**src/rtl/evt_readout_scheduler_pkg.sv**
```systemverilog
// evt_readout_scheduler_pkg: shared constants and state encoding for the event readout scheduler
package evt_readout_scheduler_pkg;
  localparam int NUM_CH = 16;
  localparam logic [15:0] HDR_WORD = 16'hA5A5;
  localparam logic [15:0] TRL_WORD = 16'h5A5A;
  localparam logic [15:0] PAD_WORD = 16'hDEAD;
  localparam logic [2:0] S_IDLE = 3'd0;
  localparam logic [2:0] S_HDR = 3'd1;
  localparam logic [2:0] S_CH_SEL = 3'd2;
  localparam logic [2:0] S_READ = 3'd3;
  localparam logic [2:0] S_TRAIL = 3'd4;
  localparam logic [2:0] S_DONE = 3'd5;
  localparam logic [2:0] S_GAP = 3'd6;
endpackage

```
**src/rtl/evt_readout_scheduler_ch_priority_sel.sv**
```systemverilog
// evt_readout_scheduler_ch_priority_sel: lowest enabled channel index at or above ch_ptr
module evt_readout_scheduler_ch_priority_sel import evt_readout_scheduler_pkg::*; (
  input  logic [NUM_CH-1:0] mask,
  input  logic [4:0]        ch_ptr,
  output logic [3:0]        idx,
  output logic              valid
);
  logic [NUM_CH-1:0] cand;
  always_comb begin
    cand = mask & ({NUM_CH{1'b1}} << ch_ptr);
    idx = '0;
    for (int i = NUM_CH - 1; i >= 0; i--) if (cand[i]) idx = 4'(i);
    valid = |cand;
  end
endmodule

```
**src/rtl/evt_readout_scheduler.sv**
```systemverilog
// evt_readout_scheduler: reads one event from the enabled channel FIFOs and frames it for the SFP transmit path
module evt_readout_scheduler import evt_readout_scheduler_pkg::*; #(
  parameter int          EVT_WORDS  = 8,
  parameter logic [15:0] HDR_WORD   = evt_readout_scheduler_pkg::HDR_WORD,
  parameter logic [15:0] TRL_WORD   = evt_readout_scheduler_pkg::TRL_WORD,
  parameter int          GAP_CYCLES = 4,
  parameter int          TIMEOUT    = 1024
) (
  input  logic         clk,
  input  logic         reset,
  input  logic         need_read,
  input  logic [15:0]  ch_mask,
  input  logic [255:0] fifo_dout,
  input  logic [15:0]  fifo_empty,
  output logic [15:0]  fifo_rd_en,
  input  logic         tx_ready,
  output logic [15:0]  tx_data,
  output logic         tx_valid,
  output logic         tx_sof,
  output logic         tx_eof,
  output logic [15:0]  evt_tx,
  output logic         busy,
  output logic         err_timeout,
  output logic [3:0]   err_ch
);
  localparam int SW = $clog2(TIMEOUT + 1);
  logic [2:0] state;
  logic [15:0] mask_q;
  logic [4:0] ch_ptr;
  logic [3:0] ch, sel_idx;
  logic sel_valid, hdr_done, pend, pad, more, strobe;
  logic [7:0] issued, gap_cnt;
  logic [SW-1:0] stall;
  evt_readout_scheduler_ch_priority_sel u_sel (
    .mask(mask_q), .ch_ptr(ch_ptr), .idx(sel_idx), .valid(sel_valid)
  );
  assign more = issued < 8'(EVT_WORDS);
  assign strobe = state == S_READ && !pad && tx_ready && !fifo_empty[ch] && more;
  // pend marks the cycle the FIFO presents data for last cycle's strobe
  always_ff @(posedge clk or posedge reset) begin
    if (reset) begin
      state <= S_IDLE;
      mask_q <= '0;
      ch_ptr <= '0;
      ch <= '0;
      hdr_done <= 1'b0;
      pend <= 1'b0;
      pad <= 1'b0;
      issued <= '0;
      gap_cnt <= '0;
      stall <= '0;
      fifo_rd_en <= '0;
      tx_data <= '0;
      tx_valid <= 1'b0;
      tx_sof <= 1'b0;
      tx_eof <= 1'b0;
      evt_tx <= '0;
      busy <= 1'b0;
      err_timeout <= 1'b0;
      err_ch <= '0;
    end else begin
      fifo_rd_en <= strobe ? 16'(1) << ch : '0;
      pend <= |fifo_rd_en;
      tx_valid <= 1'b0;
      tx_sof <= 1'b0;
      tx_eof <= 1'b0;
      if (pend) begin
        tx_data <= fifo_dout[16*ch +: 16];
        tx_valid <= 1'b1;
      end
      case (state)
        S_IDLE: if (need_read && tx_ready) begin
          state <= S_HDR;
          mask_q <= ch_mask;
          hdr_done <= 1'b0;
          busy <= 1'b1;
        end
        S_HDR: if (tx_ready) begin
          tx_data <= hdr_done ? evt_tx : HDR_WORD;
          tx_valid <= 1'b1;
          tx_sof <= !hdr_done;
          hdr_done <= 1'b1;
          if (hdr_done) begin
            state <= S_CH_SEL;
            ch_ptr <= '0;
          end
        end
        S_CH_SEL: begin
          ch <= sel_idx;
          issued <= '0;
          stall <= '0;
          pad <= 1'b0;
          state <= sel_valid ? S_READ : S_TRAIL;
        end
        S_READ: begin
          if (strobe) begin
            issued <= issued + 8'd1;
            stall <= '0;
          end else if (pad) begin
            if (tx_ready && more && !pend && fifo_rd_en == '0) begin
              tx_data <= PAD_WORD;
              tx_valid <= 1'b1;
              issued <= issued + 8'd1;
            end
          end else if (fifo_empty[ch] && more) begin
            if (stall == SW'(TIMEOUT - 1)) begin
              pad <= 1'b1;
              err_timeout <= 1'b1;
              err_ch <= ch;
            end else stall <= stall + SW'(1);
          end
          if (!more && !pend && fifo_rd_en == '0) begin
            state <= S_CH_SEL;
            ch_ptr <= 5'(ch) + 5'd1;
          end
        end
        S_TRAIL: if (tx_ready) begin
          tx_data <= TRL_WORD;
          tx_valid <= 1'b1;
          tx_eof <= 1'b1;
          state <= S_DONE;
        end
        S_DONE: begin
          evt_tx <= evt_tx + 16'd1;
          gap_cnt <= '0;
          state <= S_GAP;
        end
        S_GAP: if (gap_cnt == 8'(GAP_CYCLES - 1)) begin
          state <= S_IDLE;
          busy <= 1'b0;
        end else gap_cnt <= gap_cnt + 8'd1;
        default: state <= S_IDLE;
      endcase
    end
  end
endmodule

```
**config.mk**
```make
export PLATFORM = sky130hd
export DESIGN_NAME = evt_readout_scheduler
export DESIGN_NICKNAME = d
export VERILOG_FILES = /design/src/rtl/evt_readout_scheduler_pkg.sv /design/src/rtl/evt_readout_scheduler_ch_priority_sel.sv /design/src/rtl/evt_readout_scheduler.sv
export SDC_FILE = /design/constraint.sdc
export NUM_CORES = 1
export LEC_CHECK = 0
export CORE_ASPECT_RATIO = 1.75
export CORE_MARGIN = 2
export CORE_UTILIZATION = 40
export DETAILED_ROUTE_END_ITERATION = 10
export PLACE_DENSITY = 0.79
export SYNTH_ARGS = -nofsm -noshare
export SYNTH_HDL_FRONTEND = slang
export SYNTH_SLANG_ARGS = --single-unit
```
**constraint.sdc**
```tcl
create_clock -name clk -period 6.3 [get_ports clk]
set_clock_uncertainty 0.15 [all_clocks]
set_input_delay 0.63 -clock clk [delete_from_list [all_inputs] [get_ports clk]]
set_output_delay 0.63 -clock clk [all_outputs]
set_load 0.02 [all_outputs]
```
==> summary.txt <==
Setup path
  • Max incr delay on CP: 870 ps
  • CP cell instances: buf_4, mux4_2, mux4_2, mux2i_1, nor2_1, a31oi_1, nand2_1
  • Worst path most repeated cell: mux4_2
  • Setup crit start: ch[0]
  • Slowest CP cell: dfrtp_4
  • CP Class: reg2reg
  • WP buf/inv: 1
  • Crit path capture type: flip-flop
  • CP top delay family: multiplexers
  • R2r startpoint: ch[0]
  • R2R cell count: 7
  • Crit path launch type: flip-flop
  • Critical Path RT: 6430 ps
  • CP Max Fanout: 38
  • CP Depth: 7
  • Worst EP arrival: 3530 ps

Timing
  • Post-route minimum period: 3400 ps
  • Least-Margin Pin Slew: 860 ps
  • Period utilization: 53.9%
  • Final hold violation count: 0
  • Final setup vio count: 0
  • Slew HR: 42.7%
  • Pins Over Slew Limit: 0
  • Fmax: 0.294 GHz
  • Setup TNS: 0 ps
  • RSZ-0062 raised after global routing: false

Finish
  • Fill count: 1,476
  • Layout area overhead: 56.7%
  • Layout cell share with drive strength beyond 1: 14.3%
  • Final Cell Area: 11,900 µm²
  • Final net count: 1,329

Routing
  • Final WL: 31,500 µm
  • WL/cell: 24.5 µm
  • DRC errors left: 0
  • DR iter-0 viols: 748
  • Antenna viol nets, final: 0
  • Drt pass-1 iters: 6
  • DR vias/cell: 5.91
  • DR vias: 7,587

Synthesis
  • Syn_area_per_cell: 11.0 µm²
  • Synth Warn #: 0
  • Post-synth top cells: 115 x dfrtp_1, 82 x mux4_2, 70 x nand2_1
  • Synth async-reset ratio: 100%
  • Post-Synth Adder-Cell Area: 1.64%
  • Leading post-synthesis cells by cell area: dfrtp_1 38%, mux4_2 24%, nand2_1 3.4%, mux2i_1 2.9%, o21ai_0 2.9%
  • XOR/XNOR Fraction of Synth Area: 2.41%
  • Mapped cell area: 7630 µm²
  • Area leader, netlist: dfrtp_1
  • Simple-Gate Fraction of Synth Area: 15.0%
  • #FFs+latches synth: 115
  • Yosys cell types: 55
  • Syn_nets: 997
  • Synth Area in Compound Gates: 10.5%
  • Post-synth EDFFs: 0
  • Syn Inst Count: 695
  • Post-synth top area share: 37.7%
  • Sequential cell area fraction in the yosys report: 37.7%
  • Largest family of logic cells by synthesized area: multiplexers
  • Mux cell area share after synthesis: 29.3%
  • Ys flop type: dfrtp_1
  • Dominant cell by count in the synthesized netlist: dfrtp_1

Power and ir drop
  • Peak supply drop: 0.222 mV
  • Power Dens Cells: 321 nW/µm²
  • Pleak: 4.77 nW

Flow run
  • Number of max-cap violations: 0

Hold path
  • Beginning of the worst hold path: err_timeout
  • Hold depth: 1
  • HP Class: reg2reg

CTS
  • CTS H-tree lvls: 4
  • CTS Buf Count: 17
  • Clock root cell: clkbuf_16
  • Clock Tree Buf Depth: 2
  • Hold Buf Count CTS: 0
  • Worst-path clk slew: 60 ps
  • Post-CTS Setup Bufs: 0
  • Clock sink count: 115
  • # resized after CTS: 0
  • TritonCTS clock tree: yes
  • Clock latency on the worst-skew pair: 420 ps

Floorplan
  • Row cnt: 66
  • Initial Utilization: 40.9%
  • Die Wd: 108 µm
  • Die area: 20,200 µm²
  • Die height: 187 µm
  • IO Count: 349
  • Core area: 18,700 µm²

Global routing
  • First-pass GRT wire length: 46,700 µm
  • Grt total ovfl: 0
  • Largest net degree at the start of global routing: 67
  • Number of antenna violations at the first check in global routing: 11
  • Vias in the first global route: 7,631
  • Total track usage: 31.7%

Placed design
  • Post-detail-place hpwl: 25,400 µm
  • Post-DP Area: 11,300 µm²
  • I/O Buffers: 348
  • GPL Wtd Cong: 0.957

Outcome
  • Status: finished, final reports clean
-- layout make-up --
type / count / area [µm²] / area share (%)
inverter: 23 / 88.8 / 0.744
multi-input combinational: 514 / 4490 / 37.6
antenna: 6 / 15.0 / 0.126
tap: 238 / 298 / 2.49
clock inverter: 13 / 173 / 1.45
timing repair buffer: 356 / 3540 / 29.7
clock buffer: 19 / 453 / 3.79
sequential: 115 / 2890 / 24.2
-- cells in the final DEF (no fill, tap or decap), types with 5 or more instances in the layout --
cell type and instances:
nand3_1 31, o21ai_0 44, nor4_1 7, o21a_1 9, nand4_1 12, nand2b_1 6, mux4_2 82, nor2_1 57
mux2i_1 22, xnor2_1 15, xor2_1 6, mux2_2 15, dfrtp_1 113, nor3_1 13, o22ai_1 6, a31oi_1 8
diode_2 6, buf_4 8, clkdlybuf4s50_1 348, nor2b_1 10, nand2_1 70, inv_1 21, inv_6 5, and3_1 11
clkbuf_16 17, a21oi_1 31, o31ai_1 6, ha_1 10
-- where the power goes --
group / leakage, nW / switching [mW] / internal (mW)
clock network: 0.305 / 0.372 / 0.650
logic: 2.94 / 0.816 / 0.956
registers: 1.53 / 0.198 / 0.849
total: 4.77 / 1.39 / 2.45
-- kinds of logic after synthesis --
logic type | Yosys count
xor+xnor | 21
fa+ha+maj | 10
compound gates | 128
buf+inv | 66
flops | 115
mux | 119
simple gates | 236
-- layer usage --
layer | global-route usage, % | part of all wire (%) | vias to the layer above
li1 | - | - | 3309
met1 | 38.4 | 37 | 3776
met2 | 55.2 | 52 | 443
met3 | 9.54 | 9.4 | 47
met4 | 6.85 | 1.5 | 12
met5 | 0 | 0.21 | -
-- sequential cells by signal (all words and copies together), names as in the netlist --
register and flops:
pad 1, err_ch 4, issued 8, tx_data 16, tx_eof 1, pend 1, ch 4, mask_q 16
stall 11, fifo_rd_en 16, err_timeout 1, hdr_done 1, evt_tx 16, gap_cnt 8, ch_ptr 5, state 3
tx_valid 1, busy 1, tx_sof 1
-- worst paths after layout --
path / to / slack [ps]
max reg2reg: tx_data[12] / 2900
min in group asynchronous: fifo_rd_en[6] / 490
min: err_timeout / 320
min reg2reg: err_timeout / 320
max in group asynchronous: evt_tx[5] / 4220
max: tx_data[12] / 2900
-- metrics by stage --
step	hold WS [ps]	instances	util (%)	total power, mW	setup slack, ps
after floorplan	308	695	-	2.18	2480
after global placement	304	1246	60.6	2.79	2900
after detailed placement	310	1246	60.6	2.82	2870
after CTS	328	1278	63.9	3.84	2860
after global routing	360	1278	63.9	4.02	2640
final	324	1284	64.0	3.84	2900
No activity file was read; power rests on OpenSTA's default activity.
==> variant: new RTL, same settings <==
Change the parameter `TIMEOUT` from 1024 to 512.
--- a/src/rtl/evt_readout_scheduler.sv
+++ b/src/rtl/evt_readout_scheduler.sv
@@ -4,7 +4,7 @@
   parameter logic [15:0] HDR_WORD   = evt_readout_scheduler_pkg::HDR_WORD,
   parameter logic [15:0] TRL_WORD   = evt_readout_scheduler_pkg::TRL_WORD,
   parameter int          GAP_CYCLES = 4,
-  parameter int          TIMEOUT    = 1024
+  parameter int          TIMEOUT    = 512
 ) (
   input  logic         clk,
   input  logic         reset,
Behaviour: same outputs for any inputs over 4 cycles, from zero or initial values and one cycle with reset high; that may be too few to reach the edited logic, so the function may still have changed.
==> variant against the unedited design <==
Setup slack improved by 160 ps. Global-route usage decreased by 1.6 points. Routed wire length is 2.4% lower. Sequential cell count shrank 1. Die area rose by 2.9%. Count of clock-buffer cells in the layout unchanged. Combinational power is 8% higher. Synthesized area increased by 3.0%. Via count down 1.4%. Power rose by 4.4%. Final cell count decreased by 0.62%. Non-clock buffer count decreased by 2. Final area up 0.72%. Critical path type unchanged. Critical endpoint is now stall[9]$_DFFE_PP0P_.
==> variant: results (changes against the unedited design) <==
- Synth cell types: 74 (was 55)
- Fillcell total: 1521 (was 1476)
- Synth warnings: 0 (unchanged)
- Crit-path max FO: 41 (was 38)
- H-tree Lvls: 4 (unchanged)
- Routability cong.: 0.973 (was 0.957)
- TritonCTS buffer count: 17 (unchanged)
- Worst path max stage delay: 720 ps (was 870 ps)
- Net Sw Power: 1.47 mW (was 1.39 mW)
- Synth top cells by count: dfrtp_1 (114), mux4_2 (80), nand2_1 (50) (was dfrtp_1 (115), mux4_2 (82), nand2_1 (70))
- First drt pass iteration count: 5 (was 6)
- Worst-path clk slew: 50 ps
- First-pass GRT wire length: 45400 um (was 46700 um)
- Vias in the first global route: 7847 (was 7631)
- GRT Util Overall: 0.301 (was 0.317)
- Max Buffers Root-to-Sink: 2 (unchanged)
- PortBufs: 348 (unchanged)
- Share of cells above drive strength 1: 0.148 (was 0.143)
- Placed cells: 1239 (was 1246)
- Congestion Overflow GR: 0 (unchanged)
- Largest net degree at the start of global routing: 69 (was 67)
- Largest cells by area after synthesis: dfrtp_1 (36%), mux4_2 (23%), o21ai_0 (2.5%), nand2_1 (2.4%), a21oi_1 (2.3%) (was dfrtp_1 (38%), mux4_2 (24%), nand2_1 (3.4%), mux2i_1 (2.9%), o21ai_0 (2.9%))
- Worst skew pair latency: 420 ps (about the same)
- Critical Path AT: 3420 ps (was 3530 ps)
- Setup WS pre-CTS: 3110 ps (was 2870 ps)
- Worst VDD drop: 0.209 mV (was 0.222 mV)
- Post-CTS sizing: 0 (unchanged)
- Wirelength, routed: 30800 um (was 31500 um)
- Initial antenna violation count: 7 (was 11)
- Nets: 1319 (was 1329)
- CTS root buf: clkbuf_16 (unchanged)
- Leakage: 4.96 nW (was 4.77 nW)
- Starting DRT DRC Count: 532 (was 748)
- Vias: 7481 (was 7587)
- Fraction of registers with async set/reset: 1.00 (unchanged)
- Crit-path leading delay family: compound AO/OA/AOI/OAI gates (was multiplexers)
- Avg WL per Cell: 24.1 um (was 24.5 um)
- Run status: finished, final reports clean (unchanged)
- Setup bufs post-CTS: 0 (unchanged)
- Sequential fraction of the synthesis area: 0.363 (was 0.377)
- Max transition margin: 0.418 (was 0.427)
- Critical-path top delay cell: dfrtp_4 (unchanged)
- Synthesized area per cell: 11.4 um^2 (was 11.0 um^2)
- Syn Nets: 989 (was 997)
- Post-DP HPWL: 25100 um (was 25400 um)
- Hold crit path type: flip-flop to flip-flop (unchanged)
==> variant: cell types whose count changed after synthesis, moves of 6 or more <==
cell,before,now
or3_1,3,12
nor2_1,57,26
and3_1,11,20
clkbuf_1,30,18
nand2_1,70,50
and2_1,3,13
o21a_1,9,2
nor3_1,13,2
o2111ai_1,0,6
buf_6,0,8
==> variant: cells by family after synthesis <==
kind of cell | synth area share
flip-flops | 0.363
buffers and inverters | 0.0486
multiplexers | 0.277
adder cells (fa/ha/maj) | 0.0159
XOR/XNOR | 0.0245
AO/OA/AOI/OAI | 0.115
AND/OR/NAND/NOR | 0.156
==> variant: power by group through the flow <==
stage	sequential, mW	combinational, mW	clock, mW
floorplan	0.996	1.46	0
global placement	1.10	1.87	0
detailed placement	1.11	1.92	0
CTS	1.09	1.92	0.993
global route	1.12	2.05	1.02
finish	1.10	1.92	0.989
==> variant: metal layers <==
metal | global-route usage | wire length, um | up-vias
li1 | - | - | 3329
met1 | 0.350 | 10700 | 3675
met2 | 0.526 | 16100 | 420
met3 | 0.0795 | 3010 | 51
met4 | 0.0998 | 877 | 6
met5 | 0 | 42 | -
==> variant: final cells by class <==
class,instances,area share
clock buffer,19,0.0368
multi-input combinational,504,0.385
sequential,114,0.238
inverter,26,0.00832
antenna,5,0.00104
clock inverter,13,0.0133
timing repair buffer,354,0.293
tap,241,0.0251
==> variant: per-stage QoR <==
step,hold WS (ps),power [mW],instance area (um^2),util
finish,315,4.01,12000,0.627
global route,345,4.19,12000,0.626
CTS,320,4.01,12000,0.626
detailed placement,306,3.02,11400,0.595
global placement,301,2.97,11400,0.595
floorplan,333,2.46,7860,-
==> variant: worst paths after layout <==
kind	from	end	slack, ps	depth (start not counted)
hold reg to reg	err_timeout$_DFFE_PP0P_	err_timeout$_DFFE_PP0P_	320	1
hold / removal	err_timeout$_DFFE_PP0P_	err_timeout$_DFFE_PP0P_	320	1
max in group asynchronous	reset	ch[0]$_DFFE_PP0P_	4120	3
min in group asynchronous	reset	stall[5]$_DFFE_PP0P_	500	2
setup / recovery	ch[1]$_DFFE_PP0P_	stall[9]$_DFFE_PP0P_	3060	7
setup reg to reg	ch[1]$_DFFE_PP0P_	stall[9]$_DFFE_PP0P_	3060	7
